$ cat src/rtl/imem_port.sv
// imem_port: bridge between the fetch stage req/gnt/rvalid/err protocol and a
// single-port synchronous instruction SRAM. Responses return in order at a
// fixed MEM_LATENCY after grant. At most MAX_OUTSTANDING requests are in
// flight at once. A flush discards responses that are already in flight.
// Optional build macro IMEM_ERR_CHECK_EN: a misaligned or out-of-range
// request is granted but does not touch the SRAM. It then retires with
// err=1 and rdata=0. Without the macro, bits [1:0] of the address are
// ignored, the word address wraps, and err is always 0.
module imem_port #(
    parameter int          ADDR_WIDTH      = 12,
    parameter int          MEM_LATENCY     = 1,
    parameter int          MAX_OUTSTANDING = 2,
    parameter logic [31:0] BASE_ADDR       = 32'h0
) (
    input  logic                  clk,
    input  logic                  rstn,
    input  logic                  instr_req_i,
    input  logic [31:0]           instr_addr_i,
    output logic                  instr_gnt_o,
    output logic                  instr_rvalid_o,
    output logic [31:0]           instr_rdata_o,
    output logic                  instr_err_o,
    input  logic                  flush_i,
    output logic                  mem_en_o,
    output logic [ADDR_WIDTH-1:0] mem_addr_o,
    input  logic [31:0]           mem_rdata_i
);

    localparam logic [2:0] MAX_CNT = 3'(MAX_OUTSTANDING);

    logic [31:0]           offset_s;
    logic [ADDR_WIDTH-1:0] word_addr_s;
    logic                  bad_s;
    logic                  retire_s;
    logic                  gnt_s;
    logic                  rvalid_s;
    logic [31:0]           last_data_s;

    logic [2:0]             cnt_r;
    logic [ADDR_WIDTH-1:0]  mem_addr_r;
    logic [MEM_LATENCY:1]   valid_r;
    logic [MEM_LATENCY:1]   kill_r;
    logic [MEM_LATENCY:1]   err_r;
    logic [31:0]            rdata_hold_r;
    logic                   err_hold_r;

    assign offset_s    = instr_addr_i - BASE_ADDR;
    assign word_addr_s = offset_s[ADDR_WIDTH+1:2];

`ifdef IMEM_ERR_CHECK_EN
    // BASE_ADDR is word aligned, so offset bits [1:0] equal address bits [1:0].
    // An address below BASE_ADDR wraps to a large offset and has upper bits set.
    assign bad_s = (offset_s[1:0] != 2'b00) |
                   (offset_s[31:ADDR_WIDTH+2] != {(30-ADDR_WIDTH){1'b0}});
`else
    logic unused_offset_bits_s;
    assign bad_s                = 1'b0;
    assign unused_offset_bits_s = ^{offset_s[31:ADDR_WIDTH+2], offset_s[1:0]};
`endif

    // The oldest entry leaves the last stage this cycle, even if it was killed.
    assign retire_s = valid_r[MEM_LATENCY];
    // Hold off grants while reset is asserted, so gnt reads 0 in reset.
    assign gnt_s    = rstn & instr_req_i & ((cnt_r != MAX_CNT) | retire_s);
    // A flush in the retire cycle also discards that response: it was granted earlier.
    assign rvalid_s = valid_r[MEM_LATENCY] & ~kill_r[MEM_LATENCY] & ~flush_i;

    assign instr_gnt_o    = gnt_s;
    assign instr_rvalid_o = rvalid_s;
    assign mem_en_o       = gnt_s & ~bad_s;
    assign mem_addr_o     = mem_en_o ? word_addr_s : mem_addr_r;

    // Outstanding-request counter and the held SRAM address
    always_ff @(posedge clk or negedge rstn) begin
        if (!rstn) begin
            cnt_r      <= 3'd0;
            mem_addr_r <= {ADDR_WIDTH{1'b0}};
        end else begin
            cnt_r <= cnt_r + {2'b00, gnt_s} - {2'b00, retire_s};
            if (mem_en_o) begin
                mem_addr_r <= word_addr_s;
            end
        end
    end

    // Shift {valid, kill, err} through the stages; a flush kills every in-flight entry
    always_ff @(posedge clk or negedge rstn) begin
        if (!rstn) begin
            valid_r <= {MEM_LATENCY{1'b0}};
            kill_r  <= {MEM_LATENCY{1'b0}};
            err_r   <= {MEM_LATENCY{1'b0}};
        end else begin
            valid_r[1] <= gnt_s;
            kill_r[1]  <= 1'b0;
            err_r[1]   <= bad_s;
            for (int k = 2; k <= MEM_LATENCY; k++) begin
                valid_r[k] <= valid_r[k-1];
                kill_r[k]  <= kill_r[k-1] | flush_i;
                err_r[k]   <= err_r[k-1];
            end
        end
    end

    generate
        if (MEM_LATENCY == 1) begin : g_direct
            assign last_data_s = mem_rdata_i;
        end else begin : g_pipe
            logic [31:0] data_r [2:MEM_LATENCY];

            // Carry the SRAM word from stage 1 to the last stage
            always_ff @(posedge clk or negedge rstn) begin
                if (!rstn) begin
                    for (int k = 2; k <= MEM_LATENCY; k++) begin
                        data_r[k] <= 32'h0;
                    end
                end else begin
                    data_r[2] <= mem_rdata_i;
                    for (int k = 3; k <= MEM_LATENCY; k++) begin
                        data_r[k] <= data_r[k-1];
                    end
                end
            end

            assign last_data_s = data_r[MEM_LATENCY];
        end
    endgenerate

    // Present the retiring response; otherwise keep showing the previous one
    always_comb begin
        if (rvalid_s) begin
            instr_rdata_o = err_r[MEM_LATENCY] ? 32'h0 : last_data_s;
            instr_err_o   = err_r[MEM_LATENCY];
        end else begin
            instr_rdata_o = rdata_hold_r;
            instr_err_o   = err_hold_r;
        end
    end

    // Remember the last presented response so it holds while rvalid is low
    always_ff @(posedge clk or negedge rstn) begin
        if (!rstn) begin
            rdata_hold_r <= 32'h0;
            err_hold_r   <= 1'b0;
        end else begin
            rdata_hold_r <= instr_rdata_o;
            err_hold_r   <= instr_err_o;
        end
    end

endmodule
$ cat config.mk
export PLATFORM = sky130hd
export DESIGN_NAME = imem_port
export DESIGN_NICKNAME = d
export VERILOG_FILES = /design/src/rtl/imem_port.sv
export SDC_FILE = /design/constraint.sdc
export NUM_CORES = 1
export LEC_CHECK = 0
export ABC_AREA = 1
export BUFFER_PORTS_ARGS = -buffer_cell sky130_fd_sc_hd__buf_2
export CAP_MARGIN = 20
export CORE_AREA = 5 5 60 102
export CTS_CLUSTER_SIZE = 28
export DETAILED_ROUTE_END_ITERATION = 12
export DIE_AREA = 0 0 65 107
export GPL_TIMING_DRIVEN = 1
export PLACE_DENSITY = 0.74
export SLEW_MARGIN = 20
export SYNTH_ARGS = -nofsm -noshare
export SYNTH_HDL_FRONTEND = slang
export SYNTH_SLANG_ARGS = --single-unit
export TNS_END_PERCENT = 1
$ cat constraint.sdc
create_clock -name clk -period 1.9 [get_ports clk]
set_clock_uncertainty 0.2 [all_clocks]
set_input_delay 0.19 -clock clk [delete_from_list [all_inputs] [get_ports clk]]
set_output_delay 0.19 -clock clk [all_outputs]
set_load 0.05 [all_outputs]
==> flow_metrics.env, run 1 <==
export IMPL_final_util=0.700
export IMPL_diodes=0
export IMPL_hold_start="instr_addr_i[8]"
export IMPL_worstSetupEndpointType="primary output"
export IMPL_synthesis_nets=287
export IMPL_holdPathStages=3
export IMPL_violations="negative setup slack"
export IMPL_die_w_um=65
export IMPL_relSlewSlack=0.591
export IMPL_synth_cell_area_um2=1960
export IMPL_crit_type="register to primary output"
export IMPL_max_freq_mhz=517
export IMPL_crit_arrival_ns=1.54
export IMPL_cts_buffer_depth=2
export IMPL_synth_cells=216
export IMPL_place_inst=364
export IMPL_drive_gt1_frac=0.451
export IMPL_synth_warning_count=0
export IMPL_tightestPinTransition_ns=0.614
export IMPL_antenna_found_initial=0
export IMPL_crit_required_ns=1.51
export IMPL_crit_reg2reg_launch="retire_s"
export IMPL_first_pass_iters=6
export IMPL_clk_latency_ns=0.31
export IMPL_num_vias=2047
export IMPL_cts_made_buffers=5
export IMPL_finalCritPeriodShare=1.02
export IMPL_status="finished, violations left"
export IMPL_postSynthAreaPerCell_um2=9.07
export IMPL_synthDistinctLibCells=15
export IMPL_p_leak_uw=0.00194
export IMPL_grt_use_total=0.176
export IMPL_fin_crit_ns=1.93
export IMPL_reg2reg_setup_slack_ns=0.04
export IMPL_crit_fanout=12
export IMPL_drt_total_wl_mm=6.99
export IMPL_grt_pass1_vias=2077
export IMPL_maxSlewViolCount=0
export IMPL_antenna_left=0
export IMPL_fin_hold_ws_ns=0.0227
export IMPL_hold_class="input port to register"
export IMPL_hold_end="mem_addr_r[6]"
export IMPL_drt_iter0_drc=50
export IMPL_rsz0062_at_grt="true"
export IMPL_area_growth_pct=86.3
export IMPL_grt_pass1_wl_mm=9.27
export IMPL_htreeDepth=2
export IMPL_hold_viol_final=0
export IMPL_viasPerCell=4.84
export IMPL_layout_cells_non_filler=423
export IMPL_fin_ws_ns=-0.0346
export IMPL_cts_sinks=49
export IMPL_io_pins=116
export IMPL_gr_total_overflow=0
export IMPL_fin_nets=438
export IMPL_gp_congestion=0.751
export IMPL_setup_viol=8
export IMPL_fp_dieH_um=107
export IMPL_io_buffers=95
export IMPL_r2r_end="cnt_r[2]"
export IMPL_post_drt_wl_per_cell_um=16.5
export IMPL_ys_ff_latch=49
export IMPL_dp_hpwl_mm=3.67
export IMPL_fp_coreArea_um2=5210
export IMPL_cts_root_buffer="clkbuf_8"
export IMPL_start_util=0.376
export IMPL_cts_tree="done"
export IMPL_p_per_area_nw_per_um2=1380
export IMPL_floorplan_rows=35
export IMPL_grt_max_degree=50
export IMPL_rr_worst_depth=6
export IMPL_clk_pin_slew_worst_paths_ns=0.10
export IMPL_drc_errors=0
export IMPL_vdd_drop_max_uv=1000
export IMPL_die_area_um2=6960
export IMPL_cp_start_kind="register"
export IMPL_cap_violations=0
export IMPL_synth_seq_area_share=0.626
worst max-delay path by stage:
stage	start	slack, ns	end
floorplan	cnt_r[1]	-0.006	cnt_r[2]
global placement	cnt_r[1]	0.14	cnt_r[2]
detailed placement	cnt_r[1]	0.1	cnt_r[2]
CTS	retire_s	-0.02	mem_addr_o[1]
global route	cnt_r[1]	-0.11	mem_addr_o[5]
finish	cnt_r[1]	-0.03	mem_addr_o[7]
stage by stage:
step / worst slack, ns / total power, uW / setup TNS, ns / instance area [um2]
floorplan: -0.00625 / 3010 / -0.00625 / 1970
global placement: 0.136 / 3450 / 0 / 2520
detailed placement: 0.0982 / 3510 / 0 / 2520
CTS: -0.0246 / 4540 / -0.134 / 3260
global route: -0.112 / 5270 / -2.13 / 3650
finish: -0.0346 / 5050 / -0.113 / 3650
sequential cells by signal, summed over array words and instances, names as in the netlist:
name,flops
mem_addr_r,12
rdata_hold_r,32
cnt_r,3
err_hold_r,1
retire_s,1
cells in the mapped netlist (all sizes together):
| master | count | area, um2 |
|---|---|---|
| buf | 10 | 66.3 |
| dfrtp | 49 | 1230 |
| fa | 1 | 20.0 |
| ha | 2 | 25.0 |
| inv | 11 | 41.3 |
| nand2 | 126 | 478 |
| nand3 | 12 | 60.1 |
| nor2 | 4 | 33.8 |
| xor2 | 1 | 8.76 |
power by group:
group          switching, uW  internal [uW]
Clock                    338            329
Sequential               148           1360
Combinational           1830           1050
per-layer routing:
layer | up-vias | share of wire | wire (um) | GRT usage
met4 | 0 | 0.077 | 535 | 0.135
li1 | 948 | - | - | -
met5 | - | 0 | 0 | 0
met3 | 43 | 0.042 | 292 | 0.0346
met1 | 961 | 0.31 | 2190 | 0.154
met2 | 95 | 0.57 | 3960 | 0.333
critical path, stage by stage (launching register included):
cell and delay (ns):
dfrtp_1 0.41, inv_2 0.07, nor2_2 0.04, nand2_2 0.08, buf_4 0.20, nand3_1 0.17, nand2_4 0.13, buf_8 0.15
layout make-up:
| cell class | count | area (um2) |
|---|---|---|
| Fill cell | 362 | 1560 |
| Timing Repair Buffer | 154 | 1410 |
| Sequential cell | 49 | 1230 |
| Multi-Input combinational cell | 146 | 796 |
| Clock buffer | 7 | 96.3 |
| Tap cell | 55 | 68.8 |
| Inverter | 11 | 51.3 |
| Clock inverter | 1 | 5.00 |
repair_timing:
item / CTS / global route
endpoints found under the hold margin: 92 / 0
setup buffers: 0 / 6
setup endpoints to repair: 43 / 46
gates resized for setup: 67 / 102
gates cloned: 1 / 0
hold buffers: 44 / 0
pin swaps: 0 / 11
cells by family (layout without fill, tap and decap cells):
| logic type | after synthesis | count (layout) | share of synthesized area |
|---|---|---|---|
| AND/OR/NAND/NOR | 142 | 142 | 0.292 |
| flip-flops | 49 | 49 | 0.626 |
| buffers and inverters | 21 | 173 | 0.0549 |
| adder cells (fa/ha/maj) | 3 | 3 | 0.0230 |
| XOR/XNOR | 1 | 1 | 0.00447 |
cells in the final DEF (no fill, tap or decap), types with 2 or more instances in the layout:
cell type / n
nand3_1: 11
dfrtp_1: 49
clkbuf_8: 7
buf_2: 50
buf_4: 11
nor2_2: 2
nand2_4: 14
nand2_1: 87
ha_1: 2
inv_1: 6
dlygate4sd3_1: 44
nand2_2: 25
buf_12: 2
buf_6: 30
inv_2: 3
buf_8: 17
Note: power is estimated with default switching activity, not from simulation.
==> inputs of run 2 (changes only) <==
--- a/config.mk
+++ b/config.mk
@@ -14,6 +14,7 @@
 export DIE_AREA = 0 0 65 107
 export GPL_TIMING_DRIVEN = 1
 export PLACE_DENSITY = 0.74
+export SETUP_SLACK_MARGIN = 0.1
 export SLEW_MARGIN = 20
 export SYNTH_ARGS = -nofsm -noshare
 export SYNTH_HDL_FRONTEND = slang
==> run 2 against run 1 <==
Net effect:
- the flow still finishes with violations (negative setup slack)
- core utilization rose by 3.0 points
- count of clock-buffer cells in the layout did not move
- die area did not move
- global-route usage rose by 3.8 points
- first-iteration DRC count rose by 2.0%
- fmax rose by 1.7%
- combinational power rose by 7%
- worst hold slack improved by 0.16 ns
- power rose by 2.3%
- final area rose by 4.4%
- critical endpoint is now cnt_r[1]
==> flow_metrics.env, run 2 (same netlist as run 1, synthesis figures left out) <==
export IMPL_grt_use_total=0.214
export IMPL_crit_type="register to register"
export IMPL_clk_latency_ns=0.29
export IMPL_crit_path_end="cnt_r[1]"
export IMPL_area_growth_pct=94.4
export IMPL_antenna_found_initial=0
export IMPL_cap_violations=0
export IMPL_r2r_end="cnt_r[1]"
export IMPL_htreeDepth=2
export IMPL_max_freq_mhz=525
export IMPL_setup_viol=1
export IMPL_regArea_um2=1230
export IMPL_crit_reg2reg_launch="cnt_r[1]"
export IMPL_finalCritPeriodShare=1.00
export IMPL_crit_arrival_ns=1.90
export IMPL_hold_viol_final=0
export IMPL_top_layer="met4"
export IMPL_largest_register="rdata_hold_r"
export IMPL_rr_worst_depth=10
export IMPL_wl_met2_mm=4.19
export IMPL_grt_max_degree=50
export IMPL_drc_errors=0
export IMPL_cts_sinks=49
export IMPL_p_leak_uw=0.00195
export IMPL_io_pins=116
export IMPL_diodes=0
export IMPL_p_per_area_nw_per_um2=1360
export IMPL_maxSlewViolCount=0
export IMPL_rsz0062_at_grt="true"
export IMPL_largest_reg_flops=32
export IMPL_cts_buffer_depth=2
export IMPL_fin_nets=438
export IMPL_dr_wl_met3_um=428
export IMPL_crit_fanout=5
export IMPL_cpPeakStageDelay_ns=0.52
export IMPL_met1_length_mm=2.14
export IMPL_worstPathCellList="inv_2 > nor2_2 > nand2_2 > nand2_4 > buf_12 > inv_8 > ha_4 > inv_2 > fa_2 > inv_2"
export IMPL_multi_input_area_um2=796
export IMPL_drt_iter0_drc=51
export IMPL_path_buf_inv=5
export IMPL_gp_congestion=0.702
export IMPL_path_depth=10
export IMPL_crit_required_ns=1.89
export IMPL_die_w_um=65
export IMPL_top_regs="rdata_hold_r: 32 flops, mem_addr_r: 12 flops, cnt_r: 3 flops"
export IMPL_final_util=0.731
export IMPL_fp_coreArea_um2=5210
export IMPL_worstSetupEndpointType="register"
export IMPL_status="finished, violations left"
export IMPL_total_power_uw=5160
export IMPL_critical_path_slowest_cell="fa_2"
export IMPL_io_buffers=95
export IMPL_cts_root_buffer="clkbuf_8"
export IMPL_gr_total_overflow=0
export IMPL_tightestPinTransition_ns=0.600
export IMPL_drive_gt1_frac=0.507
export IMPL_fin_crit_ns=1.90
export IMPL_drt_total_wl_mm=6.97
export IMPL_fp_dieH_um=107
export IMPL_cp_start_kind="register"
export IMPL_post_drt_wl_per_cell_um=16.5
export IMPL_cts_made_buffers=5
export IMPL_dp_hpwl_mm=3.59
export IMPL_antenna_left=0
export IMPL_relSlewSlack=0.600
export IMPL_vdd_drop_max_uv=868
export IMPL_clk_pin_slew_worst_paths_ns=0.09
export IMPL_final_common_cell="nand2_1"
export IMPL_floorplan_rows=35
export IMPL_layout_common_cells="nand2_1 (68), nand2_2 (56), dfrtp_1 (49)"
export IMPL_grt_pass1_wl_mm=11.1
export IMPL_start_util=0.376
export IMPL_grt_pass1_vias=2309
export IMPL_fin_ws_ns=-0.00317
export IMPL_fin_hold_ws_ns=0.184
export IMPL_cts_tree="done"
export IMPL_first_pass_iters=4
export IMPL_cpMostUsedCell="inv_2"
export IMPL_fillers=334
export IMPL_num_vias=1972
export IMPL_violations="negative setup slack"
export IMPL_viasPerCell=4.67
export IMPL_crit_start="cnt_r[1]"
export IMPL_reg2reg_setup_slack_ns=-0.003
export IMPL_pre_cts_slack_ns=0.0555
export IMPL_hold_class="input port to register"
export IMPL_die_area_um2=6960
export IMPL_critPathTopFamily="adder cells"
-- run 2: tightest hold or removal path, cell delays in order --
cell and delay (ns):
buf_2 0.08, nand2_1 0.05, inv_2 0.07, nand2_4 0.09
nand2_1 0.07, nand2_1 0.08
-- run 2: power by group --
group / switching (uW) / internal, uW
registers: 127 / 1360
clock network: 322 / 289
logic: 1860 / 1210
total: 2310 / 2860
-- run 2: final cells by class --
type / count / area share
Multi-Input combinational cell: 146 / 0.209
Timing Repair Buffer: 154 / 0.415
Tap cell: 55 / 0.0181
Sequential cell: 49 / 0.322
Clock buffer: 7 / 0.0227
Inverter: 11 / 0.0135
-- run 2: repair_timing --
action,in CTS,in global routing
pin swaps,23,18
setup endpoints to repair,49,50
gates resized for setup,156,44
hold endpoints to repair,93,0
hold buffers,45,0
gates cloned,3,0
buffers inserted,5,0
-- run 2: worst min-delay path by stage --
stage / start / end / slack (ns) / cells after the start
after floorplan: rstn / cnt_r[0] / -0.31 / 0
after global placement: rstn / mem_addr_r[9] / 0.19 / 2
after detailed placement: rstn / mem_addr_r[9] / 0.20 / 2
after CTS: instr_req_i / mem_addr_r[0] / 0.17 / 6
after global routing: instr_req_i / mem_addr_r[0] / 0.22 / 6
final: instr_req_i / mem_addr_r[0] / 0.18 / 6
-- run 2: layer usage --
layer / track usage / vias up
li1: - / 950
met4: 0.0756 / 0
met1: 0.198 / 941
met3: 0.0608 / 13
met5: 0 / -
met2: 0.423 / 68
-- run 2: metrics by stage --
step | cell area [um2] | TNS [ns] | instances
5_1_grt | 3810 | -1.76 | 422
4_1_cts | 3670 | -0.0142 | 422
2_1_floorplan | 1980 | 0 | 216
3_3_place_gp | 2530 | 0 | 362
3_5_place_dp | 2530 | 0 | 362
6_report | 3810 | -0.00317 | 422
